`src/rtl/urisc_prog_loader_pkg.sv`:
```
// Shared definitions for the URISC program loader and program memory.
// Holds the program-memory geometry defaults, the frame header value,
// the loader state encoding and the wrap-around checksum helper, so the
// loader, the RAM and the core all agree on one set of numbers.
package urisc_prog_loader_pkg;

  localparam int         ADDR_W_DEF    = 7;
  localparam int         DEPTH_DEF     = 1 << ADDR_W_DEF;
  localparam logic [7:0] SYNC_BYTE_DEF = 8'hA5;
  localparam int         WORD_W        = 16;

  typedef enum logic [2:0] {
    ST_IDLE = 3'd0,
    ST_SYNC = 3'd1,
    ST_LEN  = 3'd2,
    ST_HI   = 3'd3,
    ST_LO   = 3'd4,
    ST_CSUM = 3'd5,
    ST_DONE = 3'd6,
    ST_ERR  = 3'd7
  } ld_state_t;

  // Checksum accumulation is plain mod-256 addition.
  function automatic logic [7:0] sum_wrap8(input logic [7:0] a,
                                           input logic [7:0] b);
    return a + b;
  endfunction

  // States in which a frame is being received.
  function automatic logic ld_in_frame(input ld_state_t s);
    return (s == ST_SYNC) || (s == ST_LEN) || (s == ST_HI) ||
           (s == ST_LO)   || (s == ST_CSUM);
  endfunction

endpackage

```
`src/rtl/urisc_prog_loader.sv`:
```
// Byte-stream loader for the URISC program memory.
// Accepts a frame  SYNC, LEN, LEN x {hi, lo}, CSUM  over a valid/ready
// handshake, writes the assembled 16-bit words to addresses 0..LEN-1 and
// releases the core from reset only when the mod-256 sum of LEN, all data
// bytes and CSUM is zero.
// Ports:
//   clk, reset     clock, asynchronous active-low reset
//   start          pulse: begin/restart a load (ignored while busy)
//   byte_in        stream byte, byte_valid qualifies it, byte_ready accepts it
//   wr_en/addr/data  program memory write port
//   cpu_reset_n    core reset, high only after a clean load
//   busy           frame reception in progress
//   done, error    outcome of the last load (levels)
//   words_loaded   words written in the current or last frame
module urisc_prog_loader
  import urisc_prog_loader_pkg::*;
#(
  parameter int         ADDR_W    = ADDR_W_DEF,
  parameter int         DEPTH     = DEPTH_DEF,   // must equal 2**ADDR_W
  parameter logic [7:0] SYNC_BYTE = SYNC_BYTE_DEF
) (
  input  logic              clk,
  input  logic              reset,
  input  logic              start,
  input  logic [7:0]        byte_in,
  input  logic              byte_valid,
  output logic              byte_ready,
  output logic              wr_en,
  output logic [ADDR_W-1:0] wr_addr,
  output logic [15:0]       wr_data,
  output logic              cpu_reset_n,
  output logic              busy,
  output logic              done,
  output logic              error,
  output logic [7:0]        words_loaded
);

  localparam logic [ADDR_W-1:0] ADDR_ONE = ADDR_W'(1);

  ld_state_t  state, state_nx;
  logic [7:0] len_p0;
  logic [7:0] sum_p0;
  logic [7:0] hi_p0;
  logic       accept;
  logic       len_bad;
  logic       last_word;
  logic       csum_ok;

  assign accept    = byte_valid && byte_ready;
  assign len_bad   = (byte_in == 8'd0) || (32'(byte_in) > 32'(DEPTH));
  // words_loaded counts accepted LO bytes, so the one being taken now is
  // word number words_loaded+1.
  assign last_word = ((words_loaded + 8'd1) == len_p0);
  assign csum_ok   = (sum_wrap8(sum_p0, byte_in) == 8'h00);

  always_comb begin
    state_nx = state;
    case (state)
      ST_IDLE, ST_DONE, ST_ERR: begin
        if (start) state_nx = ST_SYNC;
      end
      ST_SYNC: begin
        if (accept && (byte_in == SYNC_BYTE)) state_nx = ST_LEN;
      end
      ST_LEN: begin
        if (accept) state_nx = len_bad ? ST_ERR : ST_HI;
      end
      ST_HI: begin
        if (accept) state_nx = ST_LO;
      end
      ST_LO: begin
        if (accept) state_nx = last_word ? ST_CSUM : ST_HI;
      end
      ST_CSUM: begin
        if (accept) state_nx = csum_ok ? ST_DONE : ST_ERR;
      end
      default: state_nx = ST_IDLE;
    endcase
  end

  // Status outputs decode straight from the state register so an
  // asynchronous reset forces them to their idle values immediately.
  always_comb begin
    busy        = ld_in_frame(state);
    byte_ready  = ld_in_frame(state);
    done        = (state == ST_DONE);
    error       = (state == ST_ERR);
    cpu_reset_n = (state == ST_DONE);
  end

  // Stage p0: byte capture and checksum; stage p1: memory write port.
  always_ff @(posedge clk or negedge reset) begin
    if (!reset) begin
      state        <= ST_IDLE;
      len_p0       <= 8'd0;
      sum_p0       <= 8'd0;
      hi_p0        <= 8'd0;
      wr_en        <= 1'b0;
      wr_addr      <= '0;
      wr_data      <= 16'd0;
      words_loaded <= 8'd0;
    end else begin
      state <= state_nx;
      wr_en <= 1'b0;
      // Address steps past each written word; after word DEPTH it wraps to 0,
      // which is harmless because the frame is over by then.
      if (wr_en) begin
        wr_addr <= wr_addr + ADDR_ONE;
      end
      case (state)
        ST_IDLE, ST_DONE, ST_ERR: begin
          if (start) begin
            sum_p0       <= 8'd0;
            wr_addr      <= '0;
            words_loaded <= 8'd0;
          end
        end
        ST_LEN: begin
          if (accept) begin
            len_p0 <= byte_in;
            sum_p0 <= byte_in;
          end
        end
        ST_HI: begin
          if (accept) begin
            hi_p0  <= byte_in;
            sum_p0 <= sum_wrap8(sum_p0, byte_in);
          end
        end
        ST_LO: begin
          if (accept) begin
            sum_p0       <= sum_wrap8(sum_p0, byte_in);
            wr_en        <= 1'b1;
            wr_data      <= {hi_p0, byte_in};
            words_loaded <= words_loaded + 8'd1;
          end
        end
        default: ;
      endcase
    end
  end

endmodule
```
`config.mk`:
```
export PLATFORM = sky130hd
export DESIGN_NAME = urisc_prog_loader
export DESIGN_NICKNAME = d
export VERILOG_FILES = /design/src/rtl/urisc_prog_loader_pkg.sv /design/src/rtl/urisc_prog_loader.sv
export SDC_FILE = /design/constraint.sdc
export NUM_CORES = 1
export LEC_CHECK = 0
export BUFFER_PORTS_ARGS = -buffer_cell sky130_fd_sc_hd__buf_2
export CAP_MARGIN = 10
export CORE_ASPECT_RATIO = 0.9
export CORE_MARGIN = 3
export CORE_UTILIZATION = 55
export DETAILED_ROUTE_END_ITERATION = 8
export GPL_ROUTABILITY_DRIVEN = 0
export PLACE_DENSITY = 0.75
export SETUP_SLACK_MARGIN = 0.05
export SYNTH_ARGS = -nofsm -noshare
export SYNTH_HDL_FRONTEND = slang
export SYNTH_SLANG_ARGS = --single-unit
```
`constraint.sdc`:
```
create_clock -name clk -period 3.5 [get_ports clk]
set_input_delay 0.175 -clock clk [delete_from_list [all_inputs] [get_ports clk]]
set_output_delay 0.175 -clock clk [all_outputs]
set_load 0.005 [all_outputs]
```
==> results_dict.tcl <==
set metrics [dict create \
    worstHoldStart "byte_in[0]" \
    drt-vias-per-instance 5.80 \
    rsz0062_at_grt "false" \
    synthesis.yosys.warnings 0 \
    hold_viol 0 \
    p_per_area_mw_per_mm2 857 \
    synth.ff_latch_count 59 \
    vias_in_the_first_global_route 2555 \
    drt_first_iter_violations 141 \
    ioPinCount 49 \
    multi_input_area_sq_mm 0.00159 \
    endpoint_kind "flip-flop" \
    p_leak_nw 1.80 \
    drive_above_1_share 0.211 \
    critical_path.reg2reg.startpoint "sum_p0[0]$_DFFE_PN0P_" \
    first_pass_grt_wire_length_mm 11.9 \
    totalPowerFinal_w 0.00315 \
    area_delta_synth_final_pct 16.2 \
    period_utilization 0.774 \
    htree_num_levels 3 \
    timing.max_cap.violations 0 \
    worst-r2r-cell-count 7 \
    ff2ff_setup_slack_ns 0.79 \
    port_buffers 48 \
    synth_cell_types 57 \
    synthesis.area_sq_mm 0.00317 \
    vdd.ir_drop.worst_mv 0.439 \
    crit_fanout 3 \
    post_synth_inst_count 332 \
    floorplan.die.width_microns 86.0 \
    cell_with_the_biggest_individual_delay_on_the_critical_path "sky130_fd_sc_hd__or4_4" \
    route.antenna.remaining_nets 0 \
    die_height_microns 78.0 \
    cp-start-kind "flip-flop" \
    min_delay_path_depth 3 \
    hold-worst-slack_ns 0.109 \
    cp_data_required_time_ns 3.72 \
    clk_latency_ns 0.35 \
    timing.slew.headroom 0.562 \
    postSynth.topFlopCell "sky130_fd_sc_hd__dfrtp_1" \
    timing.final.crit_period_ns 2.71 \
    critical_path.cell_chain "ha_1 > fa_1 > a211oi_1 > nor4b_1 > or4_4 > a2111oi_2 > o21ai_1" \
    final_net_count 400 \
    numCtsBuffers 9 \
    largest_net_degree_at_the_start_of_global_routing 34 \
    dp_hpwl_mm 4.83 \
    synth.avg_cell_area_sq_um 9.54 \
    clock_skew_ns 0.0111 \
    grtUsageTotal 0.227 \
    max_slew.worst_pin.slew_ns 0.652 \
    setup_viol 0 \
    floorplan.die_area_sq_mm 0.00671 \
    critical_path_class "flip-flop to flip-flop" \
    postRouteWirelength_mm 7.13 \
    starting_density_of_the_core 0.585 \
    insertedDiodeCount 0 \
    async_reset_ff_frac 1.00 \
    drt_pre_antenna_iters 4 \
    fill_cells 442 \
    clock_tree.root_cell "sky130_fd_sc_hd__clkbuf_8" \
    core.rowCount 25 \
    placement.setup.worst_slack_ns 0.819 \
    cts_tree "done" \
    core_area_sq_mm 0.00541 \
    fmax_mhz 369 \
    worstHoldPathType "input port to flip-flop" \
    synth_seq_area_share 0.466 \
    clk_pin_slew_ns 0.07 \
    max_stage_delay_ns 0.54 \
    synth_enable_flop_cells 0 \
    drcViolationCount 0 \
    arrival_ns 2.93 \
    synth.net_count 354 \
    min_delay_worst_endpoint "wr_data[0]$_DFFE_PN0P_" \
    rr_endpoint "state[0]$_DFFE_PN0P_" \
    drt-wirelength-per-cell_microns 15.9 \
    routed-via-count 2610 \
    grt_overflow 0 \
    timing.setup.tns_ns 0 \
    grt_antenna_before_repair 0 \
    setup_slack_ns 0.792 \
    final-max-slew-violation-count 0 \
    outcome "completed" \
    max-clock-path-buffers 2 \
    cts_sinks 59 \
    ff_latch_area_sq_mm 0.00148 \
]
## stage by stage
stage | cell area (sq um) | util | instances
after floorplan | 3170 | - | 332
after global placement | 3440 | 0.636 | 433
after detailed placement | 3440 | 0.636 | 433
after CTS | 3680 | 0.680 | 450
after global routing | 3680 | 0.680 | 450
final | 3680 | 0.680 | 450
## layout by cell type (no fill, tap or decap), drive strengths merged, types with 2 or more instances in the layout
cell     count
nand2       65
dfrtp       59
buf         52
nor2        22
o21ai       21
a21oi       17
mux2        15
clkbuf      12
xnor2       10
ha           9
or3          8
xor2         7
a22oi        7
and3         5
nand4        5
inv          5
nand3        4
a21o         4
mux2i        3
and2         3
o22ai        3
nor2b        3
a31oi        3
a211oi       3
nor3b        3
nand3b       2
and4         2
nor3         2
a221oi       2
bufinv       2
or2          2
a2111oi      2
or4          2
## kinds of logic (layout without fill, tap and decap cells)
group	after synthesis	count (layout)	share of synthesized area
buffers and inverters	23	74	0.0308
AO/OA/AOI/OAI	72	72	0.146
flip-flops	59	59	0.466
XOR/XNOR	18	18	0.0541
adder cells (fa/ha/maj)	10	10	0.0419
multiplexers	18	18	0.0628
AND/OR/NAND/NOR	132	132	0.198
## metal layers
metal | vias up | share of wire | global-route usage
met2 | 71 | 0.48 | 0.348
met1 | 1258 | 0.46 | 0.300
met5 | - | 0 | 0
met4 | 0 | 0.022 | 0.0934
li1 | 1263 | - | -
met3 | 18 | 0.047 | 0.0658
## report_power, final
group | total, W | switching (W) | leakage [nW] | internal, W
Clock | 0.000712 | 0.000273 | 0.113 | 0.000439
Sequential | 0.00119 | 0.000242 | 0.751 | 0.000944
Combinational | 0.00126 | 0.000660 | 0.935 | 0.000595
Total | 0.00315 | 0.00118 | 1.80 | 0.00198
## flip-flops by register name, indices dropped and copies added (netlist names)
name and flops:
wr_addr 7, sum_p0 8, state 3, wr_en 1, hi_p0 8, wr_data 16, len_p0 8, words_loaded 8
## worst max path at each step
stage          slack (ns)                    to  depth (start not counted)             startpoint
2_1_floorplan        1.03  state[0]$_DFFE_PN0P_                          7  sum_p0[0]$_DFFE_PN0P_
3_3_place_gp         0.94  state[0]$_DFFE_PN0P_                          7  sum_p0[0]$_DFFE_PN0P_
3_5_place_dp         0.82  state[0]$_DFFE_PN0P_                          7  sum_p0[0]$_DFFE_PN0P_
4_1_cts              0.80  state[0]$_DFFE_PN0P_                          7  sum_p0[0]$_DFFE_PN0P_
5_1_grt              0.64  state[0]$_DFFE_PN0P_                          7  sum_p0[0]$_DFFE_PN0P_
6_report             0.79  state[0]$_DFFE_PN0P_                          7  sum_p0[0]$_DFFE_PN0P_
## worst max-delay path: cells and delay by family (launching register included)
| family | cells | cell delay [ns] |
|---|---|---|
| flops | 1 | 0.38 |
| simple gates | 2 | 0.67 |
| compound gates | 3 | 0.89 |
| fa+ha+maj | 2 | 0.66 |
## synth_stat cells (2+ instances only)
cell type | count | area share
sky130_fd_sc_hd__a31oi_1 | 3 | 0.0059
sky130_fd_sc_hd__mux2i_1 | 3 | 0.0095
sky130_fd_sc_hd__xnor2_1 | 10 | 0.028
sky130_fd_sc_hd__a21oi_1 | 17 | 0.027
sky130_fd_sc_hd__buf_4 | 2 | 0.0047
sky130_fd_sc_hd__o22ai_1 | 3 | 0.0059
sky130_fd_sc_hd__and4_1 | 2 | 0.0055
sky130_fd_sc_hd__a221oi_1 | 2 | 0.0055
sky130_fd_sc_hd__nand3_1 | 4 | 0.0063
sky130_fd_sc_hd__a211oi_1 | 3 | 0.0071
sky130_fd_sc_hd__dfrtp_1 | 59 | 0.47
sky130_fd_sc_hd__nor2_1 | 22 | 0.026
sky130_fd_sc_hd__a22oi_1 | 7 | 0.017
sky130_fd_sc_hd__nor3_1 | 2 | 0.0032
sky130_fd_sc_hd__nand3b_1 | 2 | 0.0047
sky130_fd_sc_hd__xor2_1 | 7 | 0.019
sky130_fd_sc_hd__nor3b_1 | 2 | 0.0047
sky130_fd_sc_hd__o21ai_0 | 9 | 0.014
sky130_fd_sc_hd__nand4_1 | 5 | 0.0099
sky130_fd_sc_hd__and2_1 | 3 | 0.0059
sky130_fd_sc_hd__o21ai_1 | 12 | 0.019
sky130_fd_sc_hd__mux2_1 | 7 | 0.025
sky130_fd_sc_hd__mux2_2 | 8 | 0.028
sky130_fd_sc_hd__clkbuf_1 | 13 | 0.015
sky130_fd_sc_hd__ha_1 | 9 | 0.036
sky130_fd_sc_hd__and3_1 | 5 | 0.0099
sky130_fd_sc_hd__nor2b_1 | 3 | 0.0059
sky130_fd_sc_hd__buf_2 | 3 | 0.0047
sky130_fd_sc_hd__a21o_1 | 3 | 0.0071
sky130_fd_sc_hd__inv_1 | 4 | 0.0047
sky130_fd_sc_hd__nand2_1 | 65 | 0.077
sky130_fd_sc_hd__or3_1 | 8 | 0.016
## area by class of cell
class                   count  area share
flip-flops and latches     59       0.401
multi-input cells         250       0.433
clock buffers              12      0.0422
inverters                   5     0.00510
repair buffers             53      0.0762
clock inverters             4      0.0197
well taps                  67      0.0228
## timing repair
action | 4_1_cts | 5_1_grt
resized for setup | 0 | 0
setup buffers | 0 | 0
hold endpoints to repair | 26 | 0
hold buffers | 1 | 0
Power figures use the tool's default switching activity.
